===== src/rtl/sap3_ser_pkg.sv =====
// Shared types and helpers for the SAP-3 serial link (serializer and deserializer).
package sap3_ser_pkg;

    // Upper bounds for the generic slice helper; instances must fit inside these.
    localparam int unsigned SER_MAX_WIDTH = 64;
    localparam int unsigned SER_MAX_LANES = 64;

    typedef enum logic [1:0] {
        SER_IDLE   = 2'd0,
        SER_START  = 2'd1,
        SER_SEND   = 2'd2,
        SER_PARITY = 2'd3
    } ser_state_t;

    typedef logic [SER_MAX_WIDTH-1:0] ser_word_t;
    typedef logic [SER_MAX_LANES-1:0] ser_slice_t;

    // Returns the lanes carried on beat k; only the low 'lanes' bits are meaningful.
    function automatic ser_slice_t beat_slice(
        input ser_word_t   shadow,
        input int unsigned k,
        input logic        msb_first,
        input int unsigned lanes,
        input int unsigned beats
    );
        int unsigned base;
        ser_slice_t  mask;
        base = msb_first ? (beats - 1 - k) * lanes : k * lanes;
        mask = (lanes >= SER_MAX_LANES) ? '1
                                        : ((ser_slice_t'(1) << lanes) - ser_slice_t'(1));
        return ser_slice_t'(shadow >> base) & mask;
    endfunction

endpackage


===== src/rtl/frame_serializer.sv =====
// Parallel-to-serial transmitter: start pulse, BEATS data beats over LANES lines,
// optional per-lane even-parity beat, back-to-back frames without idle gap.
module frame_serializer
    import sap3_ser_pkg::*;
#(
    parameter int unsigned WIDTH     = 8,
    parameter int unsigned LANES     = 1,
    parameter bit          MSB_FIRST = 1'b0,
    parameter bit          PARITY_EN = 1'b0
) (
    input  logic             clk,
    input  logic             rst,
    input  logic [WIDTH-1:0] data_in,
    input  logic             in_valid,
    output logic             in_ready,
    output logic [LANES-1:0] serial_out,
    output logic             start,
    output logic             busy
);

    localparam int unsigned BEATS = WIDTH / LANES;
    localparam int unsigned CNT_W = (BEATS > 1) ? $clog2(BEATS) : 1;
    localparam logic [CNT_W-1:0] LAST_CNT = CNT_W'(BEATS - 1);

    localparam logic [1:0] ST_IDLE   = SER_IDLE;
    localparam logic [1:0] ST_START  = SER_START;
    localparam logic [1:0] ST_SEND   = SER_SEND;
    localparam logic [1:0] ST_PARITY = SER_PARITY;

    // Configuration sanity checks at elaboration
    if ((WIDTH % LANES) != 0) begin : g_bad_lanes
        $error("frame_serializer: WIDTH (%0d) is not a multiple of LANES (%0d)", WIDTH, LANES);
    end
    if ((WIDTH > SER_MAX_WIDTH) || (LANES > SER_MAX_LANES)) begin : g_too_wide
        $error("frame_serializer: WIDTH/LANES exceed sap3_ser_pkg limits");
    end

    logic [1:0]       r_state;
    logic [CNT_W-1:0] r_cnt;
    logic [WIDTH-1:0] r_shadow;
    logic [LANES-1:0] r_par;
    logic [LANES-1:0] r_serial;
    logic             r_start;
    logic             r_busy;

    logic [1:0]       w_state_nx;
    logic [CNT_W-1:0] w_cnt_nx;
    logic [WIDTH-1:0] w_shadow_nx;
    logic [LANES-1:0] w_par_nx;
    logic [LANES-1:0] w_serial_nx;
    logic             w_start_nx;
    logic             w_busy_nx;

    logic             w_last;
    logic             w_hs;
    logic [CNT_W-1:0] w_beat_sel;
    logic [LANES-1:0] w_slice;

    // Last beat of a frame: the final data beat, or the parity beat when enabled
    assign w_last = ((r_state == ST_SEND) && (r_cnt == LAST_CNT) && !PARITY_EN)
                  || (r_state == ST_PARITY);

    // Ready in IDLE or on the last beat so frames can run back to back
    assign in_ready = !rst && ((r_state == ST_IDLE) || w_last);
    assign w_hs     = in_valid && in_ready;

    // Beat index that will be on the lines next cycle: 0 after START, else current+1
    assign w_beat_sel = ((r_state == ST_SEND) && (r_cnt != LAST_CNT)) ? (r_cnt + CNT_W'(1))
                                                                       : '0;

    assign w_slice = LANES'(beat_slice(SER_MAX_WIDTH'(r_shadow), 32'(w_beat_sel),
                                       MSB_FIRST, LANES, BEATS));

    // Next-state and next-output logic; outputs are registered with the state
    always_comb begin
        w_state_nx  = ST_IDLE;
        w_cnt_nx    = r_cnt;
        w_shadow_nx = r_shadow;
        w_par_nx    = r_par;
        w_serial_nx = '0;
        w_start_nx  = 1'b0;
        w_busy_nx   = 1'b0;

        case (r_state)
            ST_IDLE: begin
                if (w_hs) begin
                    w_shadow_nx = data_in;
                    w_state_nx  = ST_START;
                    w_cnt_nx    = '0;
                    w_start_nx  = 1'b1;
                    w_busy_nx   = 1'b1;
                end
            end

            ST_START: begin
                w_state_nx  = ST_SEND;
                w_cnt_nx    = '0;
                w_serial_nx = w_slice;
                w_par_nx    = w_slice;
                w_busy_nx   = 1'b1;
            end

            ST_SEND: begin
                if (r_cnt != LAST_CNT) begin
                    w_state_nx  = ST_SEND;
                    w_cnt_nx    = w_beat_sel;
                    w_serial_nx = w_slice;
                    w_par_nx    = r_par ^ w_slice;
                    w_busy_nx   = 1'b1;
                end else if (PARITY_EN) begin
                    w_state_nx  = ST_PARITY;
                    w_serial_nx = r_par;
                    w_busy_nx   = 1'b1;
                end else if (w_hs) begin
                    w_shadow_nx = data_in;
                    w_state_nx  = ST_START;
                    w_cnt_nx    = '0;
                    w_start_nx  = 1'b1;
                    w_busy_nx   = 1'b1;
                end
            end

            ST_PARITY: begin
                if (w_hs) begin
                    w_shadow_nx = data_in;
                    w_state_nx  = ST_START;
                    w_cnt_nx    = '0;
                    w_start_nx  = 1'b1;
                    w_busy_nx   = 1'b1;
                end
            end

            default: begin
                w_state_nx = ST_IDLE;
            end
        endcase
    end

    // State, datapath and output registers with asynchronous clear
    always_ff @(posedge clk or posedge rst) begin
        if (rst) begin
            r_state  <= ST_IDLE;
            r_cnt    <= '0;
            r_shadow <= '0;
            r_par    <= '0;
            r_serial <= '0;
            r_start  <= 1'b0;
            r_busy   <= 1'b0;
        end else begin
            r_state  <= w_state_nx;
            r_cnt    <= w_cnt_nx;
            r_shadow <= w_shadow_nx;
            r_par    <= w_par_nx;
            r_serial <= w_serial_nx;
            r_start  <= w_start_nx;
            r_busy   <= w_busy_nx;
        end
    end

    assign serial_out = r_serial;
    assign start      = r_start;
    assign busy       = r_busy;

endmodule

===== config.mk =====
export PLATFORM = sky130hd
export DESIGN_NAME = frame_serializer
export DESIGN_NICKNAME = d
export VERILOG_FILES = /design/src/rtl/sap3_ser_pkg.sv /design/src/rtl/frame_serializer.sv
export SDC_FILE = /design/constraint.sdc
export NUM_CORES = 1
export LEC_CHECK = 0
export CORE_MARGIN = 5
export CORE_UTILIZATION = 25
export DETAILED_ROUTE_END_ITERATION = 7
export HOLD_SLACK_MARGIN = 0.15
export PLACE_DENSITY = 0.56
export SLEW_MARGIN = 20
export SYNTH_ARGS = -nofsm -noshare
export SYNTH_HDL_FRONTEND = slang
export SYNTH_SLANG_ARGS = --single-unit
export TNS_END_PERCENT = 100

===== constraint.sdc =====
create_clock -name clk -period 4.61 [get_ports clk]
set_input_delay 0.922 -clock clk [delete_from_list [all_inputs] [get_ports clk]]
set_output_delay 0.922 -clock clk [all_outputs]
set_load 0.02 [all_outputs]

## Yosys cells after proc, flatten, opt, wreduce, memory -nomap -nowiden

Index checks and enable logic that the tools add are counted.

| word-level totals | value |
|---|---|
| memories | 0 |
| bits in latches | 0 |
| memory bits (read-only) | 0 |
| input port bits | 11 |
| word-level logic and storage cells | 42 |
| flip-flop bits (word level) | 16 |
| bits in writable memories | 0 |
| output and inout bits | 4 |

| operators by class | value |
|---|---|
| $mul | 0 |
| $lt $le $gt $ge | 0 |
| equal/unequal tests | 6 |
| bitwise operators | 0 |
| reduce and logical (&&, ||, !) cells | 11 |
| divide/modulo/power cells | 0 |
| multiplexer cells | 17 |
| $add $sub $neg | 1 |
| shifts and indexed selects | 1 |

Operators by type and width:

| cell | count |
|---|---|
| $mux W8 | 2 |
| $pmux W8 S2 | 1 |
| $mux W3 | 3 |
| $pmux W3 S3 | 1 |
| $shr A8 B3 Y1 | 1 |
| $pmux W2 S3 | 1 |
| $mux W1 | 5 |
| $eq A2 B2 Y1 const B | 2 |
| $logic_and A1 B1 Y1 | 4 |
| $pmux W1 S2 | 2 |
| $add A3 B1 Y3 const B | 1 |
| $eq A3 B3 Y1 const B | 1 |
| $ne A3 B3 Y1 const B | 1 |
| $pmux W1 S3 | 1 |
| $eq A2 B1 Y1 const B | 1 |
| $logic_not A2 Y1 | 1 |
| $logic_or A1 B1 Y1 | 2 |
| $mux W2 | 1 |
| $ne A2 B2 Y1 const B | 1 |
| $reduce_and A2 Y1 | 1 |
| $reduce_bool A2 Y1 | 1 |
| $reduce_or A2 Y1 | 1 |
| $logic_not A1 Y1 | 1 |

## Depth between registers and ports, before layout

Gate-level depths: netlist of the first run.

| logic depth | value |
|---|---|
| depth in word-level cells | 9 |
| depth in mapped cells | 5 |
| gate-level depth less buffers | 5 |

## Least setup slack after synthesis of the first run

Ideal clock, no wire load.

| timing path | value |
|---|---|
| kind | input-to-output |
| from | in rst |
| to | out in_ready |
| setup slack | 2.011 ns |
| path buffers | 0 |
| arrival time | 1.677 ns |
| cell stages on the path | 2 |
| cell sequence | inv_1 and2_2 |

| between the ends | value |
|---|---|
| cells in the longest elaborated chain, start to end | 2 |

RTL lines:

| item | line | source |
|---|---|---|
| start, declared | frame_serializer.sv:12 | `input logic rst,` |
| $logic_not A1 Y1 (no line) | -- |  |
| $logic_and A1 B1 Y1 | frame_serializer.sv:64 | `assign in_ready = !rst && ((r_state == ST_IDLE) \|\| w_last);` |
| end, declared | frame_serializer.sv:15 | `output logic in_ready,` |

No other way between the ends.

## Worst setup path in the final report of the first run

Ends and elaborated chain as after synthesis.

==> results of run 1 <==
-- layout make-up --
cell class / instances / area (um^2) / share of cell area [%]
Multi-Input combinational cell: 42 / 412 / 40.0
Sequential cell: 15 / 375 / 36.5
Timing Repair Buffer: 15 / 148 / 14.4
Tap cell: 44 / 55.1 / 5.35
Clock buffer: 3 / 22.5 / 2.19
Inverter: 3 / 11.3 / 1.09
Clock inverter: 1 / 5.00 / 0.487
-- final timing paths --
path / slack [ns] / from / end
setup / recovery: 1.27 / rst / in_ready
hold / removal: 0.51 / r_shadow[7]$_DFFE_PP0P_ / r_shadow[7]$_DFFE_PP0P_
setup reg to reg: 2.59 / r_cnt[0]$_DFF_PP0_ / r_shadow[4]$_DFFE_PP0P_
hold reg to reg: 0.51 / r_shadow[7]$_DFFE_PP0P_ / r_shadow[7]$_DFFE_PP0P_
max in group asynchronous: 3.44 / rst / r_shadow[0]$_DFFE_PP0P_
min in group asynchronous: 0.96 / rst / r_shadow[5]$_DFFE_PP0P_
-- layer usage --
layer	vias to the layer above	GRT usage, %	share of wire, %	wire [um]
met4	0	3.05	1.3	19
met2	11	12.5	48	697
li1	264	-	-	-
met1	253	9.27	47	679
met5	-	0	0	0
met3	2	2.02	3.7	54
-- metrics by stage --
step                      instance area, um^2  total power, W  instances
after floorplan                           798        0.000471         60
after global placement                   1000        0.000545        119
after detailed placement                 1000        0.000554        119
after CTS                                1030        0.000635        123
after global routing                     1030        0.000679        123
final                                    1030        0.000621        123
-- power by group --
group / internal, W / switching [W]
combinational: 0.000176 / 0.000142
sequential: 0.000193 / 0.0000348
clock: 0.0000322 / 0.0000429
-- state kept, by name, summed over array words and instances, names as in the netlist --
name / count
r_shadow: 8
serial_out: 1
r_cnt: 3
r_state: 2
busy: 1
-- cell families (layout without fill, tap and decap cells) --
family                   Yosys count  after routing  share of synthesized area (%)
AO/OA/AOI/OAI                     12             12                           14.9
adder cells (fa/ha/maj)            7              7                           11.0
buffers and inverters              3             22                           1.41
flip-flops                        15             15                           47.0
multiplexers                      11             11                           16.8
AND/OR/NAND/NOR                   12             12                           8.93
-- worst register-to-register path: cells and delay by family (launching register included) --
| kind | cells | cell delay (ns) |
|---|---|---|
| AOI/OAI and AO/OA | 2 | 0.62 |
| DFF | 1 | 0.47 |
| adders and majority gates | 2 | 0.44 |
| muxes | 1 | 0.38 |
-- synth_stat cells --
library cell / n
nor2b_1: 2
nor2_1: 2
a311oi_2: 1
or3b_2: 1
and2b_2: 1
ha_1: 7
a21boi_0: 1
nand3_1: 1
nand2_1: 1
a21oi_1: 1
o2111ai_4: 1
a311oi_1: 1
a22o_2: 2
mux4_2: 1
mux2_2: 9
o21ai_0: 1
mux2i_1: 1
a211o_1: 2
dfrtp_1: 15
o21bai_1: 1
and2_2: 2
inv_1: 3
nor3_1: 2
a31oi_1: 1
-- cell usage in the layout (no fill, tap or decap), types with 2 or more instances in the layout --
| master | count |
|---|---|
| nor2_1 | 2 |
| inv_1 | 3 |
| dfrtp_1 | 15 |
| clkbuf_4 | 3 |
| mux2_2 | 9 |
| a211o_1 | 2 |
| clkdlybuf4s50_1 | 14 |
| and2_2 | 2 |
| nor3_1 | 2 |
| ha_1 | 7 |
| nor2b_1 | 2 |
| a22o_2 | 2 |
==> impl_results.md, run 1 <==
* Status: finished clean
* Fillers at 343
* Area of the core at 3050 um^2
* WS Path Type: input pin to output pin
* IO Port Bufs at 14
* Layout area overhead at 28.8%
* Wire length per cell at 11.8 um
* Relative slew slack at 75.6%
* Max clock buf depth at 2
* Die width at 66.5 um
* Final worst setup slack at 1.27 ns
* Syn_nets at 78
* WP depth at 5
* Post-CTS resize count at 0
* Post-synth top area share at 47.0%
* Slew @ Worst Pin at 0.366 ns
* Grt ovf at 0
* WP buf/inv at 4
* Cell variety after synth at 24
* Hpwl dp at 1.11 mm
* Clk slew on worst S/H paths at 0.09 ns
* Drt total wl at 1.45 mm
* #FFs+latches synth at 15
* Final Hold Vio Count at 0
* Crit path launch type: input pin
* Worst hold slack at 0.507 ns
* Most used cell, CP: clkdlybuf4s50_1
* Peak VDD IR at 284 uV
* Initial Util at 26.1%
* FF-to-FF path depth at 5
* Crit path capture type: output pin
* Worst hold-check path type: register to register
* Synth Cell Area at 798 um^2
* Post-route ant nets at 0
* First-pass GRT wire length at 2.57 mm
* Post-Syn Area per Cell at 13.3 um^2
* Worst path max stage delay at 0.59 ns
* CTS sink cnt at 15
* CP Data Required Time at 3.69 ns
* Final setup vio count at 0
* # rows at 20
* DRC at 0
* Cells after Synth at 60
* Number of global-route vias before repair at 558
* Final core utilization at 33.7%
* Die H at 66.5 um
* Top post-synthesis cells by area: dfrtp_1 (47%), mux2_2 (13%), ha_1 (11%)
* I/O pin count at 15
* Worst-Skew Late Latency at 0.28 ns
* Pre-CTS setup slack at 1.24 ns
* Num CTS Buffers at 3
* Die footprint at 4420 um^2
* Synth Warn # at 0
* Share of layout cells above drive strength 1 at 29.1%
* Vias per cell at 4.31
* Largest net degree at the start of global routing at 21
* Antenna violations before repair at 0
* Routed vias at 530
* Number of DRC markers in iteration 0 at 14
* Post-CTS setup buffers at 0
* Max-slew violation count at 0
* Worst Path Max Fanout at 20
* Setup Skew at 0.00206 ns
* Fmax at 0.299 GHz
* LEAKAGE at 0.453 nW
* 1st-pass router iterations at 4
* CTS H-tree lvls at 1
* Root Driver: clkbuf_4
* Register area share after synthesis at 47.0%
* CTS tree: done
* Crit path arrival time at 2.42 ns
* Diodes inserted at 0
* Leading area contributor after synthesis: dfrtp_1
* Max cap viols at 0
* CP Cell Sequence: clkdlybuf4s50_1 -> inv_1 -> buf_4 -> and2_2 -> clkdlybuf4s50_1
* Cts hold-fix bufs at 0
* WHS Path Cells at 1
* Crit-path slowest cell: clkdlybuf4s50_1
* Period utilization at 72.5%
* CP top delay family: buffers and inverters
* PD cells at 604 nW/um^2
* RSZ-0062 raised after global routing: false
* Final #Nets at 98
* Tot GR Track Use at 7.58%
* Setup TNS at 0 ns
* Placer Congestion at 0.711
* Post-layout min period at 3.34 ns
Power figures use the tool's default switching activity.
==> run 2, diff against run 1 <==
clock period = 3.5 ns   (was 4.61 ns; I/O delays follow)
==> impl_results.md, run 2 (same netlist as run 1, synthesis figures left out) <==
* Tot GR Track Use at 7.41% (-0.17 points)
* Root Driver: clkbuf_4
* Most used cell, CP: ha_1
* Layout area overhead at 28.8% (unchanged)
* Most common cell after layout, fill and taps aside: dfrtp_1
* Routed vias at 533 (+0.57%)
* Setup Skew at 0.00187 ns (-0.000193 ns)
* Status: finished clean
* Largest net degree at the start of global routing at 20 (-4.8%)
* I/O pin count at 15 (unchanged)
* Number of global-route vias before repair at 566 (+1.4%)
* Cts hold-fix bufs at 0 (unchanged)
* Grt ovf at 0 (unchanged)
* Number of DRC markers in iteration 0 at 7 (-7)
* LEAKAGE at 0.453 nW (unchanged)
* # rows at 20 (unchanged)
* Max clock buf depth at 2 (unchanged)
* Post-layout min period at 3.02 ns
* Antenna violations before repair at 0 (unchanged)
* First-pass GRT wire length at 2.49 mm (-3.0%)
* Period utilization at 86.4%
* Peak VDD IR at 316 uV (+11%)
* Fmax at 0.331 GHz
* CTS tree: done
* CTS sink cnt at 15 (unchanged)
* Pre-CTS setup slack at 0.768 ns (-0.471 ns)
* Final core utilization at 33.7% (unchanged)
* Crit path launch type: register
* Hpwl dp at 1.15 mm (+4.2%)
* Crit-path slowest cell: clkdlybuf4s50_1
* Largest regs: r_shadow x8, r_cnt x3, r_state x2
* Worst hold-check path type: register to register
* Max-slew violation count at 0 (unchanged)
* Max cap viols at 0 (unchanged)
* Final Hold Vio Count at 0 (unchanged)
* Setup TNS at 0 ns (unchanged)
* Die footprint at 4420 um^2 (unchanged)
* CP Cell Sequence: ha_1 -> ha_1 -> a211o_1 -> and2_2 -> clkdlybuf4s50_1
* Drt total wl at 1.43 mm (-1.7%)
* Slew @ Worst Pin at 0.346 ns (-0.0194 ns)
* Crit path capture type: output pin
* Post-CTS resize count at 0 (unchanged)
* Post-CTS setup buffers at 0 (unchanged)
* Num CTS Buffers at 3 (unchanged)
* Die width at 66.5 um (unchanged)
* PD cells at 795 nW/um^2 (+32%)
* CP Data Required Time at 2.80 ns (-0.89 ns)
* WP buf/inv at 1 (-3)
* Post-route ant nets at 0 (unchanged)
* Diodes inserted at 0 (unchanged)
* Worst path max stage delay at 0.53 ns (-0.06 ns)
* WS Path Type: register to output pin
* Final worst setup slack at 0.477 ns (-0.790 ns)
* Area of the core at 3050 um^2 (unchanged)
* Worst-Skew Late Latency at 0.28 ns (about the same)
* Share of layout cells above drive strength 1 at 29.1% (unchanged)
* Fillers at 330 (-3.8%)
* CTS H-tree lvls at 1 (unchanged)
* RSZ-0062 raised after global routing: false
* CP top delay family: buffers and inverters
* Most frequent cells in the layout: dfrtp_1 (15), clkdlybuf4s50_1 (14), mux2_2 (9), ha_1 (7)
* DRC at 0 (unchanged)
* Crit path arrival time at 2.32 ns (-0.10 ns)
* Clk slew on worst S/H paths at 0.09 ns (about the same)
* Final #Nets at 98 (unchanged)
* Initial Util at 26.1% (unchanged)
* IO Port Bufs at 14 (unchanged)
* Max FFs per register at 8 (unchanged)
* Final setup vio count at 0 (unchanged)
* 1st-pass router iterations at 3 (-1)
* Worst Path Max Fanout at 6 (-70%)
* Vias per cell at 4.33 (+0.57%)
* Register name with the most flops: r_shadow
* Die H at 66.5 um (unchanged)
* Wire length per cell at 11.6 um (-1.7%)
* Relative slew slack at 76.9% (+1.3 points)
* Placer Congestion at 0.831 (+17%)
[run 2: power breakdown]
part           internal, W  switching (W)
combinational     0.000232       0.000187
sequential        0.000255      0.0000476
clock            0.0000424      0.0000539
[run 2: path summary, 6_finish.rpt]
check | start | endpoint | slack [ns] | cells past startpoint
setup / recovery | r_cnt[0]$_DFF_PP0_ | in_ready | 0.48 | 5
hold / removal | r_shadow[3]$_DFFE_PP0P_ | r_shadow[3]$_DFFE_PP0P_ | 0.51 | 1
setup reg to reg | r_cnt[0]$_DFF_PP0_ | r_shadow[5]$_DFFE_PP0P_ | 1.51 | 5
hold reg to reg | r_shadow[3]$_DFFE_PP0P_ | r_shadow[3]$_DFFE_PP0P_ | 0.51 | 1
max in group asynchronous | rst | r_state[0]$_DFF_PP0_ | 2.55 | 3
min in group asynchronous | rst | r_shadow[5]$_DFFE_PP0P_ | 0.75 | 3
[run 2: cell type report]
type	instances	area, um^2	area share, %
clock inverters	1	5.00	0.487
inverters	3	11.3	1.09
well taps	44	55.1	5.35
flip-flops and latches	15	375	36.5
repair buffers	15	148	14.4
multi-input cells	42	412	40.0
clock buffers	3	22.5	2.19
[run 2: routing by layer]
layer | track usage [%] | routed length [um] | vias to the layer above | share of wire, %
met5 | 0 | 0 | - | 0
met4 | 3.05 | 23 | 0 | 1.6
met3 | 2.02 | 48 | 5 | 3.4
met2 | 13.0 | 739 | 11 | 52
met1 | 8.38 | 615 | 254 | 43
li1 | - | - | 263 | -
[run 2: worst reg2reg max path, cell delays in order, from the launching register on]
cell	delay, ns
dfrtp_1	0.46
ha_1	0.23
ha_1	0.21
a211o_1	0.40
o2111ai_4	0.21
mux2_2	0.38
[run 2: metrics by stage]
stage          cells  hold slack [ns]  power [W]  instance area [um^2]
2_1_floorplan     60            0.474   0.000620                   798
3_3_place_gp     119            0.490   0.000720                  1000
3_5_place_dp     119            0.494   0.000733                  1000
4_1_cts          123            0.516   0.000833                  1030
5_1_grt          123            0.534   0.000890                  1030
6_report         123            0.511   0.000818                  1030
==> run 3, diff against run 2 <==
PLACE_DENSITY = not set   (was 0.56)
==> impl_results.md, run 3 (same netlist as run 1, synthesis figures left out) <==
* Worst Path Max Fanout at 6 (unchanged)
* Share of layout cells above drive strength 1 at 29.1% (unchanged)
* DRC at 0 (unchanged)
* Grt ovf at 0 (unchanged)
* Hpwl dp at 1.14 mm (-1.1%)
* Worst Hold End: r_shadow[5]$_DFFE_PP0P_
* IO Port Bufs at 14 (unchanged)
* Max-slew violation count at 0 (unchanged)
* Most frequent cells in the layout: dfrtp_1 (15), clkdlybuf4s50_1 (14), mux2_2 (9), ha_1 (7)
* Area of the core at 3050 um^2 (unchanged)
* Crit path arrival time at 2.34 ns (+0.02 ns)
* Cts hold-fix bufs at 0 (unchanged)
* Fmax at 0.329 GHz (-0.60%)
* Hold Startpoint: r_shadow[5]$_DFFE_PP0P_
* R2R setup slack at 1.49 ns (-0.02 ns)
* 1st-pass router iterations at 4 (+1)
* Post-route ant nets at 0 (unchanged)
* Reg2reg start: r_cnt[0]$_DFF_PP0_
* Final #Nets at 98 (unchanged)
* Wire length per cell at 11.7 um (+0.84%)
* Crit path capture type: output pin
* PD cells at 800 nW/um^2 (+0.69%)
* Initial Util at 26.1% (unchanged)
* Max clock buf depth at 2 (unchanged)
* CTS tree: done
* Placer Congestion at 0.804 (-3.2%)
* Setup Skew at 0.00658 ns (+0.00471 ns)
* Post-CTS setup buffers at 0 (unchanged)
* Register name with the most flops: r_shadow
* Antenna violations before repair at 0 (unchanged)
* Final Hold Vio Count at 0 (unchanged)
* Die width at 66.5 um (unchanged)
* Max cap viols at 0 (unchanged)
* Vias per cell at 4.33 (-0.19%)
* LEAKAGE at 0.449 nW (-0.83%)
* Final setup vio count at 0 (unchanged)
* Routed vias at 532 (-0.19%)
* Worst hold-check path type: register to register
* Number of global-route vias before repair at 576 (+1.8%)
* Diodes inserted at 0 (unchanged)
* Peak VDD IR at 289 uV (-8.6%)
* FF-to-FF path depth at 5 (unchanged)
* WS Path Type: register to output pin
* Worst-Skew Late Latency at 0.29 ns (about the same)
* Post-CTS resize count at 0 (unchanged)
* Setup TNS at 0 ns (unchanged)
* RSZ-0062 raised after global routing: false
* Root Driver: clkbuf_4
* CTS H-tree lvls at 1 (unchanged)
* Die footprint at 4420 um^2 (unchanged)
* Tot GR Track Use at 7.86% (+0.45 points)
* Largest regs: r_shadow x8, r_cnt x3, r_state x2
* I/O pin count at 15 (unchanged)
* # rows at 20 (unchanged)
* Num CTS Buffers at 3 (unchanged)
* Drt total wl at 1.44 mm (+0.84%)
* Worst hold slack at 0.514 ns (+0.00305 ns)
* Slew @ Worst Pin at 0.359 ns (+0.0128 ns)
* Most common cell after layout, fill and taps aside: dfrtp_1
* CP Data Required Time at 2.80 ns (about the same)
* Clk slew on worst S/H paths at 0.10 ns (about the same)
* Number of DRC markers in iteration 0 at 11 (+4)
* Relative slew slack at 76.1% (-0.85 points)
* Layout area overhead at 29.2%
* Crit path launch type: register
* Final core utilization at 33.8% (+0.082 points)
* CTS sink cnt at 15 (unchanged)
* WHS Path Cells at 1 (unchanged)
* Max FFs per register at 8 (unchanged)
* Die H at 66.5 um (unchanged)
* Largest net degree at the start of global routing at 20 (unchanged)
* Status: finished clean
* First-pass GRT wire length at 2.64 mm (+5.8%)
* Period utilization at 86.9% (+0.52 points)
* Worst R2R End: r_shadow[6]$_DFFE_PP0P_
* Post-layout min period at 3.04 ns (+0.0183 ns)
* Power Total at 0.000825 W (+0.94%)
run 3: final cells by class:
cell class              instances  area (um^2)
inverters                       3         11.3
repair buffers                 15          148
clock buffers                   3         22.5
well taps                      44         55.1
multi-input cells              42          412
clock inverters                 1         7.51
fillers                       321         2020
flip-flops and latches         15          375
run 3: per-stage QoR:
stage | setup WS [ns] | instances | cell area [um^2]
detailed placement | 0.767 | 119 | 1000
floorplan | 1.34 | 60 | 798
finish | 0.458 | 123 | 1030
CTS | 0.426 | 123 | 1030
global route | 0.333 | 123 | 1030
global placement | 0.810 | 119 | 1000
run 3: worst max-delay path, cell delays in order, from the launching register on:
cell,delay (ns)
dfrtp_1,0.46
ha_1,0.23
ha_1,0.21
a211o_1,0.40
and2_2,0.22
clkdlybuf4s50_1,0.53
run 3: worst max path at each step:
stage                             from  endpoint
CTS                 r_cnt[0]$_DFF_PP0_  in_ready
detailed placement  r_cnt[0]$_DFF_PP0_  in_ready
finish              r_cnt[0]$_DFF_PP0_  in_ready
global route        r_cnt[0]$_DFF_PP0_  in_ready
global placement    r_cnt[0]$_DFF_PP0_  in_ready
floorplan           r_cnt[0]$_DFF_PP0_  in_ready
run 3: per-layer routing:
layer	GRT usage [%]	part of all wire, %
met3	3.88	6.3
met2	13.0	48
met4	1.52	0
met1	9.18	45
met5	0	0
run 3: report_power, final:
part	switching, W	internal, W	total [W]
clock network	0.0000598	0.0000435	0.000103
logic	0.000187	0.000232	0.000419
registers	0.0000482	0.000255	0.000303
